### src/rtl/fifo_wr_arbiter.sv
`default_nettype none
// ============================================================================
// Module   : fifo_wr_arbiter
// Purpose  : Round-robin arbiter that shares one FIFO write port among NREQ
//            requesters. The arbiter grants one requester at a time for a
//            burst of up to BURST beats. It stalls while the FIFO is full and
//            rotates priority after every burst.
// Ports    : clock    - system clock, all state changes on posedge
//            reset    - synchronous, active-high
//            req      - per-requester write request (bit i = requester i)
//            data_in  - requester i data on [i*WIDTH +: WIDTH]
//            full     - FIFO full flag
//            gnt      - registered one-hot grant, zero when idle
//            wr_en    - FIFO write strobe (combinational)
//            wr_data  - FIFO write data (combinational, zero when no write)
//            busy     - registered, high while a grant is held
// Options  : FIFO_ARB_PARITY_EN - when defined, wr_data[WIDTH-1] carries the
//            even (XOR) parity of the owner's data[WIDTH-2:0]. The
//            requester's own top bit is discarded.
// Revision : 1.0 - initial release
// ============================================================================
module fifo_wr_arbiter #(
  parameter int NREQ  = 4,
  parameter int WIDTH = 9,
  parameter int BURST = 4
) (
  input  logic                  clock,
  input  logic                  reset,
  input  logic [NREQ-1:0]       req,
  input  logic [NREQ*WIDTH-1:0] data_in,
  input  logic                  full,
  output logic [NREQ-1:0]       gnt,
  output logic                  wr_en,
  output logic [WIDTH-1:0]      wr_data,
  output logic                  busy
);

  localparam int PTRW = (NREQ > 1) ? $clog2(NREQ) : 1;
  localparam int CNTW = 4;

  typedef enum logic [0:0] {
    S_IDLE  = 1'b0,
    S_GRANT = 1'b1
  } state_t;

  state_t           r_state, w_state_nxt;
  logic [PTRW-1:0]  r_ptr, w_ptr_nxt;
  logic [PTRW-1:0]  r_owner, w_owner_nxt;
  logic [CNTW-1:0]  r_cnt, w_cnt_nxt;
  logic [NREQ-1:0]  r_gnt, w_gnt_nxt;
  logic             r_busy, w_busy_nxt;

  logic [PTRW-1:0]  w_sel;
  logic             w_sel_vld;
  logic [WIDTH-1:0] w_owner_data;
  logic [WIDTH-1:0] w_fmt_data;
  logic             w_own_req;
  logic             w_accept;
  logic             w_last;

  // Rotating priority search. The loop runs from the farthest distance down
  // to the nearest so that the requester closest to r_ptr wins.
  always_comb begin : p_search
    int w_idx;
    w_sel     = '0;
    w_sel_vld = 1'b0;
    w_idx     = 0;
    for (int k = NREQ - 1; k >= 0; k--) begin
      w_idx = int'(r_ptr) + k;
      if (w_idx >= NREQ) begin
        w_idx = w_idx - NREQ;
      end
      if (req[w_idx[PTRW-1:0]]) begin
        w_sel     = w_idx[PTRW-1:0];
        w_sel_vld = 1'b1;
      end
    end
  end

  // Owner's request bit and data slice
  always_comb begin
    w_owner_data = '0;
    w_own_req    = 1'b0;
    for (int i = 0; i < NREQ; i++) begin
      if (r_owner == PTRW'(i)) begin
        w_owner_data = data_in[i*WIDTH +: WIDTH];
        w_own_req    = req[i];
      end
    end
  end

`ifdef FIFO_ARB_PARITY_EN
  assign w_fmt_data = {^w_owner_data[WIDTH-2:0], w_owner_data[WIDTH-2:0]};
`else
  assign w_fmt_data = w_owner_data;
`endif

  // Next-state and output logic
  always_comb begin
    w_state_nxt = r_state;
    w_ptr_nxt   = r_ptr;
    w_owner_nxt = r_owner;
    w_cnt_nxt   = r_cnt;
    w_gnt_nxt   = r_gnt;
    w_busy_nxt  = r_busy;
    w_accept    = 1'b0;
    w_last      = 1'b0;
    wr_en       = 1'b0;
    wr_data     = '0;

    case (r_state)
      S_IDLE: begin
        w_gnt_nxt  = '0;
        w_busy_nxt = 1'b0;
        if (w_sel_vld) begin
          w_state_nxt = S_GRANT;
          w_owner_nxt = w_sel;
          w_cnt_nxt   = '0;
          w_busy_nxt  = 1'b1;
          w_gnt_nxt   = NREQ'(1) << w_sel;
        end
      end

      S_GRANT: begin
        // Reset held during a burst suppresses the write in that same cycle
        w_accept = w_own_req && !full && !reset;
        w_last   = w_accept && (r_cnt == CNTW'(BURST - 1));
        if (w_accept) begin
          wr_en     = 1'b1;
          wr_data   = w_fmt_data;
          w_cnt_nxt = r_cnt + CNTW'(1);
        end
        // Dropping the request ends the burst even if full falls this cycle
        if (!w_own_req || w_last) begin
          w_state_nxt = S_IDLE;
          w_gnt_nxt   = '0;
          w_busy_nxt  = 1'b0;
          if (r_owner == PTRW'(NREQ - 1)) begin
            w_ptr_nxt = '0;
          end else begin
            w_ptr_nxt = r_owner + PTRW'(1);
          end
        end
      end

      default: begin
        w_state_nxt = S_IDLE;
      end
    endcase
  end

  always_ff @(posedge clock) begin
    if (reset) begin
      r_state <= S_IDLE;
      r_ptr   <= '0;
      r_owner <= '0;
      r_cnt   <= '0;
      r_gnt   <= '0;
      r_busy  <= 1'b0;
    end else begin
      r_state <= w_state_nxt;
      r_ptr   <= w_ptr_nxt;
      r_owner <= w_owner_nxt;
      r_cnt   <= w_cnt_nxt;
      r_gnt   <= w_gnt_nxt;
      r_busy  <= w_busy_nxt;
    end
  end

  assign gnt  = r_gnt;
  assign busy = r_busy;

endmodule
`default_nettype wire
### config.mk
export PLATFORM = sky130hd
export DESIGN_NAME = fifo_wr_arbiter
export DESIGN_NICKNAME = d
export VERILOG_FILES = /design/src/rtl/fifo_wr_arbiter.sv
export SDC_FILE = /design/constraint.sdc
export NUM_CORES = 1
export LEC_CHECK = 0
export CAP_MARGIN = 20
export CORE_ASPECT_RATIO = 1.1
export CORE_UTILIZATION = 37
export DETAILED_ROUTE_END_ITERATION = 8
export MAX_ROUTING_LAYER = met4
export PLACE_DENSITY_LB_ADDON = 0.05
export SLEW_MARGIN = 20
export SYNTH_ARGS = -nofsm -noshare
export SYNTH_HDL_FRONTEND = slang
export SYNTH_SLANG_ARGS = --single-unit
### constraint.sdc
create_clock -name clock -period 1.9 [get_ports clock]
set_input_delay 0.38 -clock clock [delete_from_list [all_inputs] [get_ports clock]]
set_output_delay 0.38 -clock clock [all_outputs]
set_load 0.01 [all_outputs]
==> reports/summary.txt, run 1 <==
H-tree levels: 1
Synth top area cells: dfxtp_1 (23%), a211o_1 (5.8%), a21oi_2 (5.8%)
Layout filler cell count: 236
Stages on worst setup path: 9
FFs w/ async S/R, synth: 0%
Clock sink count: 14
Critical-path top delay cell: dfxtp_4
Synth Register Bits: 14
HPWL after DPL: 2870 µm
Final setup margin: -0.415 ns
Maxcap violations: 0
Unique masters post-synth: 45
Synth Area in Simple Gates: 24.7%
Antenna Diode Count: 0
Most used cells in the layout excluding fill and tap cells: clkdlybuf4s50_1 (47), buf_4 (27), nand2_1 (12), dfxtp_1 (12)
Via Count: 1452
Status: finished, violations left
Clock transition at the registers of the reported paths: 0.08 ns
Final Non-Filler Cells: 262
Routed WL: 3800 µm
Placed insts: 255
Complex-gate fraction of the synthesized area: 33.5%
Area share of the leading cell type in the synthesized netlist: 23.4%
XOR/XNOR Fraction of Synth Area: 0%
CP Data Required Time: 1.52 ns
Setup crit end: wr_data[6]
Multi-input gate area: 928 µm²
Clock Skews: 0.00541 ns
Site row count: 21
Die Span X: 56.3 µm
First-pass GRT wire length: 5800 µm
Largest area contributor in the netlist: dfxtp_1
Top_reg_cell synth: dfxtp_1
RSZ-0062 raised after global routing: true
TritonCTS clock tree: built
Clk buf depth: 2
Worst setup SP type: flip-flop
CTS Root Cell: clkbuf_4
Setup violations, final: 11
Largest family of logic cells by synthesized area: compound AO/OA/AOI/OAI gates
Die height: 61.7 µm
I/O Pins: 58
Hold_buf cts: 0
Power Total: 1.11 mW
Mapped Area: 1200 µm²
CP delay by family, top: buffers and inverters
Routed len/inst: 14.5 µm
Post-synthesis instance total: 147
R2R Setup Slk: -0.02 ns
Initial Utilization: 39.0%
Antenna Nets Post-Route: 0
DIE AREA: 3470 µm²
Synth-to-layout area growth: 83.0%
Int Power: 0.727 mW
LEAKAGE: 0.907 nW
Post-Syn Nets: 195
Clk_lat worst skew: 0.28 ns
Period utilization: 122%
Adder-cell share of the synthesized area: 5.22%
Initial antenna violation count: 0
Net Sw Frac: 34.2%
Worst Tran Pin Value: 0.364 ns
Net Sw Power: 0.378 mW
Layout cell share with drive strength beyond 1: 30.3%
Most frequent CP cell: buf_6
Core Box Area: 3070 µm²
Total CTS buffers: 3
Final core occ: 71.3%
Gate power share: 53.8%
Power Density: 504 nW/µm²
Vias per inst: 5.54
Worst setup path class: flip-flop to output port
Tmin final: 2.31 ns
CP Cell Sequence: inv_4 > buf_6 > ha_4 > nor3b_4 > a211oi_4 > nand3_4 > buf_12 > a21oi_4 > buf_6
Initial DRC Count: 80
CP Buf/Inv Count: 4
DRT Pass-1 Iters: 4
Worst r2r dst: r_cnt[1]
Synth warn: 0
Hold crit path type: flip-flop to flip-flop
Syn Area/Cell: 8.15 µm²
Final net count: 278
Crit path from: r_owner[0]
Total grt overflow: 0
Largest net degree at the start of global routing: 20
Mux cell area share after synthesis: 3.76%
Max stage delay on crit path: 0.39 ns
Slew headroom: 75.4%
Most common cell after layout, fill and taps aside: clkdlybuf4s50_1
Worst Reg-to-Reg Cells: 9
Worst Setup End Kind: output port
Final hold viol count: 0
Violated checks: setup timing
Port Buffer Count: 57
FF/Latch Area: 285 µm²
Vias in the first global route: 1322
Clock network fraction of total power: 14.7%
Max FO, Critical Path: 6
Max rail drop VDD: 0.615 mV
Final Max Tran Viols: 0
Max Clk Rate: 432 MHz
Sequential Power Share: 31.5%
GP Congestion: 0.810
All-Layer GR Usage: 22.0%
WP data arrival: 1.93 ns
Post-synthesis sequential area ratio: 23.4%
Post-synth EDFFs: 0
# DRC: 0
Worst r2r src: r_owner[0]
-- state kept, by name (all words and copies together), names as in the netlist --
name / flops
gnt: 4
r_cnt: 4
r_owner: 2
r_ptr: 2
busy: 1
r_state: 1
-- area by class of cell --
type	count	area share, %
clock buffers	3	1.03
well taps	34	1.94
flip-flops and latches	14	13.0
inverters	14	2.74
repair buffers	89	39.0
multi-input cells	108	42.3
-- power groups by stage --
stage	Sequential (mW)	Clock [mW]	Combinational, mW
5_1_grt	0.351	0.178	0.644
2_1_floorplan	0.348	0	0.316
4_1_cts	0.347	0.166	0.588
3_5_place_dp	0.352	0	0.556
6_report	0.348	0.163	0.595
3_3_place_gp	0.350	0	0.548
-- stage by stage --
stage                     hold WS [ns]  TNS [ns]  area, µm²  worst slack [ns]
after floorplan                  0.446    -0.818       1290           -0.0865
final                            0.463     -3.95       2190            -0.415
after detailed placement         0.447     -8.81       2060            -0.740
after CTS                        0.470     -4.26       2150            -0.440
after global routing             0.486     -5.01       2190            -0.492
after global placement           0.435     -7.97       2060            -0.680
-- what timing repair did --
item	in CTS	in global routing
buffers inserted	3	0
pin swaps	3	4
cloned	1	0
resized for setup	54	10
endpoints found under the hold margin	0	0
endpoints found under the setup margin	11	19
-- cell families (layout without fill, tap and decap cells) --
logic type	Yosys count	count (layout)
buf+inv	25	106
fa+ha+maj	5	5
compound gates	49	49
mux	4	4
flops	14	14
simple gates	50	50
-- cell usage after synthesis (all sizes together) (2+ instances only) --
cell and count:
and3 2, nand2 12, buf 6, inv 14, nor2 5, nand4 4
a211o 8, nand2b 6, nor2b 2, mux2i 3, ha 5, dfxtp 14
o21ai 2, a211oi 2, or3 2, a32o 4, nand3 6, a221oi 8
clkbuf 5, a21oi 15, nor3b 2, nand3b 2, nor3 2
-- how the worst min path moves through the flow --
stage / startpoint / end / slack [ns] / cells past startpoint
floorplan: r_cnt[2] / r_cnt[2] / 0.45 / 1
global placement: busy / busy / 0.44 / 1
detailed placement: busy / busy / 0.45 / 1
CTS: busy / busy / 0.47 / 1
global route: busy / busy / 0.49 / 1
finish: busy / busy / 0.46 / 1
-- routing by layer --
layer	wire length, µm	track usage (%)
met1	1550	24.7
met2	1980	42.2
met3	214	2.28
met4	57	6.27
met5	0	-
Power figures use the tool's default switching activity.
==> inputs of run 2 (changes only) <==
--- a/config.mk
+++ b/config.mk
@@ -5,9 +5,9 @@
 export SDC_FILE = /design/constraint.sdc
 export NUM_CORES = 1
 export LEC_CHECK = 0
-export CAP_MARGIN = 20
+export CAP_MARGIN = 10
 export CORE_ASPECT_RATIO = 1.1
-export CORE_UTILIZATION = 37
+export CORE_UTILIZATION = 25
 export DETAILED_ROUTE_END_ITERATION = 8
 export MAX_ROUTING_LAYER = met4
 export PLACE_DENSITY_LB_ADDON = 0.05
==> run 2 against run 1 <==
The flow still finishes with violations (setup timing). First-iteration DRC count fell by 55%. Critical path type unchanged. Count of clock-buffer cells in the layout did not move. Utilization is 23 points lower. Sequential share of layout area fell by 0.078 points. Largest power group unchanged. Routed wire length up 4.3%.
==> reports/summary.txt, run 2 (synthesis gave the netlist of run 1 again) <==
Final net count: 278
Antenna Nets Post-Route: 0
Largest net degree at the start of global routing: 20
Violated checks: setup timing
Net Sw Power: 0.386 mW
# DRC: 0
CTS Root Cell: clkbuf_8
Int Power: 0.787 mW
Vias per inst: 5.06
Initial antenna violation count: 0
WP data arrival: 1.91 ns
Total grt overflow: 0
Power Density: 527 nW/µm²
Clock transition at the registers of the reported paths: 0.06 ns
Total CTS buffers: 3
Via Count: 1436
Worst setup SP type: flip-flop
GP Congestion: 0.801
Slew headroom: 73.5%
Clk buf depth: 2
Final Max Tran Viols: 0
Clock sink count: 14
TritonCTS clock tree: built
DIE AREA: 5080 µm²
Worst Tran Pin Value: 0.391 ns
Worst setup path class: flip-flop to output port
Most common cell after layout, fill and taps aside: clkdlybuf4s50_1
All-Layer GR Usage: 16.2%
DRT Pass-1 Iters: 4
Layout cell share with drive strength beyond 1: 29.8%
Final hold viol count: 0
Most used cells in the layout excluding fill and tap cells: clkdlybuf4s50_1 (47), buf_4 (27), nand2_1 (12), dfxtp_1 (12), buf_6 (12)
Vias in the first global route: 1389
Status: finished, violations left
First-pass GRT wire length: 6040 µm
Initial DRC Count: 36
LEAKAGE: 0.910 nW
Final Non-Filler Cells: 284
Final setup margin: -0.386 ns
Die height: 74.6 µm
Clk_lat worst skew: 0.24 ns
Hold crit path type: flip-flop to flip-flop
Die Span X: 68.0 µm
H-tree levels: 1
Placed insts: 277
I/O Pins: 58
CP Data Required Time: 1.52 ns
Routed WL: 3960 µm
Power Total: 1.17 mW
Initial Utilization: 25.9%
Worst Setup End Kind: output port
Antenna Diode Count: 0
Sequential Power Share: 29.6%
Clock Skews: 0.00323 ns
Max rail drop VDD: 0.441 mV
Port Buffer Count: 57
Tmin final: 2.29 ns
Site row count: 26
Post-Place Setup Slack: -0.714 ns
Max FO, Critical Path: 6
Gate power share: 50.1%
Period utilization: 120%
Core Box Area: 4620 µm²
Max Clk Rate: 438 MHz
Net Sw Frac: 32.9%
Clock network fraction of total power: 20.3%
RSZ-0062 raised after global routing: true
Routed len/inst: 14.0 µm
Maxcap violations: 0
Setup violations, final: 11
Synth-to-layout area growth: 85.7%
HPWL after DPL: 3090 µm
run 2: worst paths after layout:
path                            startpoint  slack [ns]    endpoint  cells after the start
worst max-delay path            r_owner[0]       -0.39  wr_data[2]                      9
worst max register to register  r_owner[0]       -0.03    r_cnt[1]                      9
worst min register to register        busy        0.46        busy                      1
worst min-delay path                  busy        0.46        busy                      1
run 2: power groups by stage:
stage / Sequential [mW] / Clock (mW) / Combinational, mW
6_report: 0.347 / 0.238 / 0.588
5_1_grt: 0.352 / 0.260 / 0.634
3_3_place_gp: 0.352 / 0 / 0.556
2_1_floorplan: 0.348 / 0 / 0.316
4_1_cts: 0.347 / 0.247 / 0.589
3_5_place_dp: 0.353 / 0 / 0.568
run 2: layout make-up:
class | count | area, µm²
Clock buffer | 3 | 41.3
Fill cell | 442 | 2390
Inverter | 14 | 60.1
Multi-Input combinational cell | 108 | 906
Sequential cell | 14 | 288
Tap cell | 56 | 70.1
Timing Repair Buffer | 89 | 861
run 2: layer usage:
| metal | vias up | track usage (%) | share of wire, % |
|---|---|---|---|
| met2 | 46 | 31.3 | 51 |
| li1 | 713 | - | - |
| met4 | 0 | 4.17 | 0.91 |
| met1 | 673 | 16.7 | 41 |
| met5 | - | - | 0 |
| met3 | 4 | 2.12 | 7.2 |
run 2: worst max-delay path, stage by stage (launching register included):
cell      delay [ns]
dfxtp_4         0.38
inv_4           0.04
buf_6           0.11
ha_4            0.16
nor3b_4         0.15
a211oi_4        0.24
nand3_4         0.16
buf_12          0.18
a21oi_4         0.10
buf_2           0.14
run 2: through the flow:
stage                     hold WS [ns]  instance area (µm²)  utilization [%]  setup TNS, ns
after CTS                        0.462                 2180             47.3          -3.90
after global placement           0.439                 2090             45.2          -7.54
after floorplan                  0.446                 1290                -         -0.818
final                            0.457                 2230             48.2          -3.61
after detailed placement         0.444                 2090             45.2          -8.02
after global routing             0.494                 2230             48.2          -4.43
run 2: timing repair:
action	4_1_cts	5_1_grt
gates cloned	1	0
setup buffers	3	0
hold buffers	0	0
pin swaps	3	3
resized for setup	52	10
setup endpoints to repair	13	12
==> inputs of run 3 (changes only) <==
--- a/config.mk
+++ b/config.mk
@@ -7,11 +7,11 @@
 export LEC_CHECK = 0
 export CAP_MARGIN = 10
 export CORE_ASPECT_RATIO = 1.1
-export CORE_UTILIZATION = 25
+export CORE_UTILIZATION = 37
 export DETAILED_ROUTE_END_ITERATION = 8
 export MAX_ROUTING_LAYER = met4
-export PLACE_DENSITY_LB_ADDON = 0.05
-export SLEW_MARGIN = 20
+export PLACE_DENSITY_LB_ADDON = 0.08
+export SLEW_MARGIN = 10
 export SYNTH_ARGS = -nofsm -noshare
 export SYNTH_HDL_FRONTEND = slang
 export SYNTH_SLANG_ARGS = --single-unit
==> run 3 against run 2 <==
The run still ends with setup timing left. Sequential power about the same. Fmax decreased by 0.59%. Sequential cell count unchanged. Critical endpoint is now wr_data[6]. Cell area decreased by 0.17%. Setup slack got worse by 0.014 ns. Die area decreased by 32%. Routed wire length decreased by 3.1%. Count of clock-buffer cells in the layout increased by 1. Combinational power increased by 5.8%. Via count increased by 0.28%.
==> reports/summary.txt, run 3 (synthesis gave the netlist of run 1 again) <==
Status: finished, violations left
Violated checks: setup timing
Power Density: 530 nW/µm²
Most common cell after layout, fill and taps aside: clkdlybuf4s50_1
Post-Place Setup Slack: -0.727 ns
Hold crit path type: flip-flop to flip-flop
TritonCTS clock tree: built
Final Max Tran Viols: 0
Clock sink count: 14
Initial Utilization: 39.0%
Via Count: 1440
Antenna Diode Count: 0
Worst setup path class: flip-flop to output port
Vias per inst: 5.50
Max rail drop VDD: 0.502 mV
H-tree levels: 1
Clk_lat worst skew: 0.28 ns
All-Layer GR Usage: 22.6%
Tmin final: 2.30 ns
Most used cells in the layout excluding fill and tap cells: clkdlybuf4s50_1 (47), buf_4 (26), nand2_1 (12), dfxtp_1 (12), inv_1 (11)
Core Box Area: 3070 µm²
Worst r2r src: r_owner[1]
I/O Pins: 58
CTS Root Cell: clkbuf_4
Max FO, Critical Path: 6
Initial antenna violation count: 0
LEAKAGE: 0.925 nW
Max Clk Rate: 435 MHz
Worst Setup End Kind: output port
Clock Skews: 0.000840 ns
Site row count: 21
Hold path depth: 1
Total grt overflow: 0
HPWL after DPL: 2980 µm
Vias in the first global route: 1393
Period utilization: 121%
Clock transition at the registers of the reported paths: 0.08 ns
Layout cell share with drive strength beyond 1: 33.8%
Layout filler cell count: 240
Port Buffer Count: 57
# DRC: 0
Worst Tran Pin Value: 0.436 ns
Hold WS: 0.458 ns
Synth-to-layout area growth: 85.4%
Slew headroom: 70.6%
Final setup margin: -0.399 ns
First-pass GRT wire length: 6080 µm
Final hold viol count: 0
Total CTS buffers: 3
Final core occ: 72.3%
GP Congestion: 0.830
Maxcap violations: 0
Routed len/inst: 14.7 µm
Die height: 61.7 µm
Clk buf depth: 2
Hold Crit Start: busy
Worst setup SP type: flip-flop
Setup violations, final: 15
Hold path endpoint: busy
R2R Setup Slk: -0.01 ns
CP Data Required Time: 1.52 ns
DRT Pass-1 Iters: 4
Power Total: 1.18 mW
Antenna Nets Post-Route: 0
Worst r2r dst: gnt[0]
Die Span X: 56.3 µm
Initial DRC Count: 39
Largest net degree at the start of global routing: 20
Worst Reg-to-Reg Cells: 9
DIE AREA: 3470 µm²
RSZ-0062 raised after global routing: true
Final net count: 277
WP data arrival: 1.92 ns
Routed WL: 3840 µm
==> run 3: cell count changes in the layout (fill, tap and decap cells not counted), sizes merged <==
cell,delta
buf,-1
clkbuf,+1
==> run 3: worst max-delay path by stage <==
stage | from | to | slack (ns) | cells after the start
2_1_floorplan | r_owner[1] | wr_data[0] | -0.09 | 7
3_3_place_gp | req[1] | wr_data[8] | -0.68 | 7
3_5_place_dp | req[0] | wr_data[7] | -0.73 | 7
4_1_cts | r_owner[1] | wr_data[7] | -0.46 | 8
5_1_grt | r_owner[1] | wr_data[8] | -0.49 | 9
6_report | r_owner[1] | wr_data[6] | -0.40 | 8
==> run 3: stage by stage <==
step / TNS, ns / instances / instance area (µm²)
after detailed placement: -8.50 / 254 / 2050
after floorplan: -0.818 / 147 / 1290
final: -3.80 / 262 / 2220
after CTS: -4.49 / 261 / 2140
after global placement: -7.94 / 254 / 2050
after global routing: -4.98 / 262 / 2220
==> run 3: cell type report <==
type	count	area, µm²	area share, %
multi-input combinational	108	957	43.1
timing repair buffer	88	841	37.8
sequential	14	288	13.0
inverter	14	57.6	2.59
tap	34	42.5	1.91
clock buffer	4	36.3	1.63
==> run 3: power by group <==
group | leakage, nW | switching, mW | internal [mW]
sequential | 0.116 | 0.0260 | 0.320
combinational | 0.789 | 0.278 | 0.344
clock | 0.0210 | 0.0942 | 0.117
total | 0.925 | 0.398 | 0.781
==> run 3: routing by layer <==
metal	global-route usage, %	vias up	wire, µm
li1	-	711	-
met1	26.0	684	1580
met2	43.0	41	2040
met3	1.86	4	184
met4	6.62	0	33
met5	-	-	0
==> run 3: what timing repair did <==
action	CTS	global route
gates cloned	1	0
endpoints found under the setup margin	11	12
pin swaps	3	11
resized for setup	52	17
buffers inserted	2	2
hold buffers	0	0
==> run 3: critical path: stages, from the launching register on <==
cell      delay, ns
dfxtp_4        0.37
inv_2          0.05
ha_4           0.16
nand3b_1       0.19
a211oi_4       0.30
nand3_4        0.15
buf_12         0.18
a21oi_4        0.12
buf_6          0.11
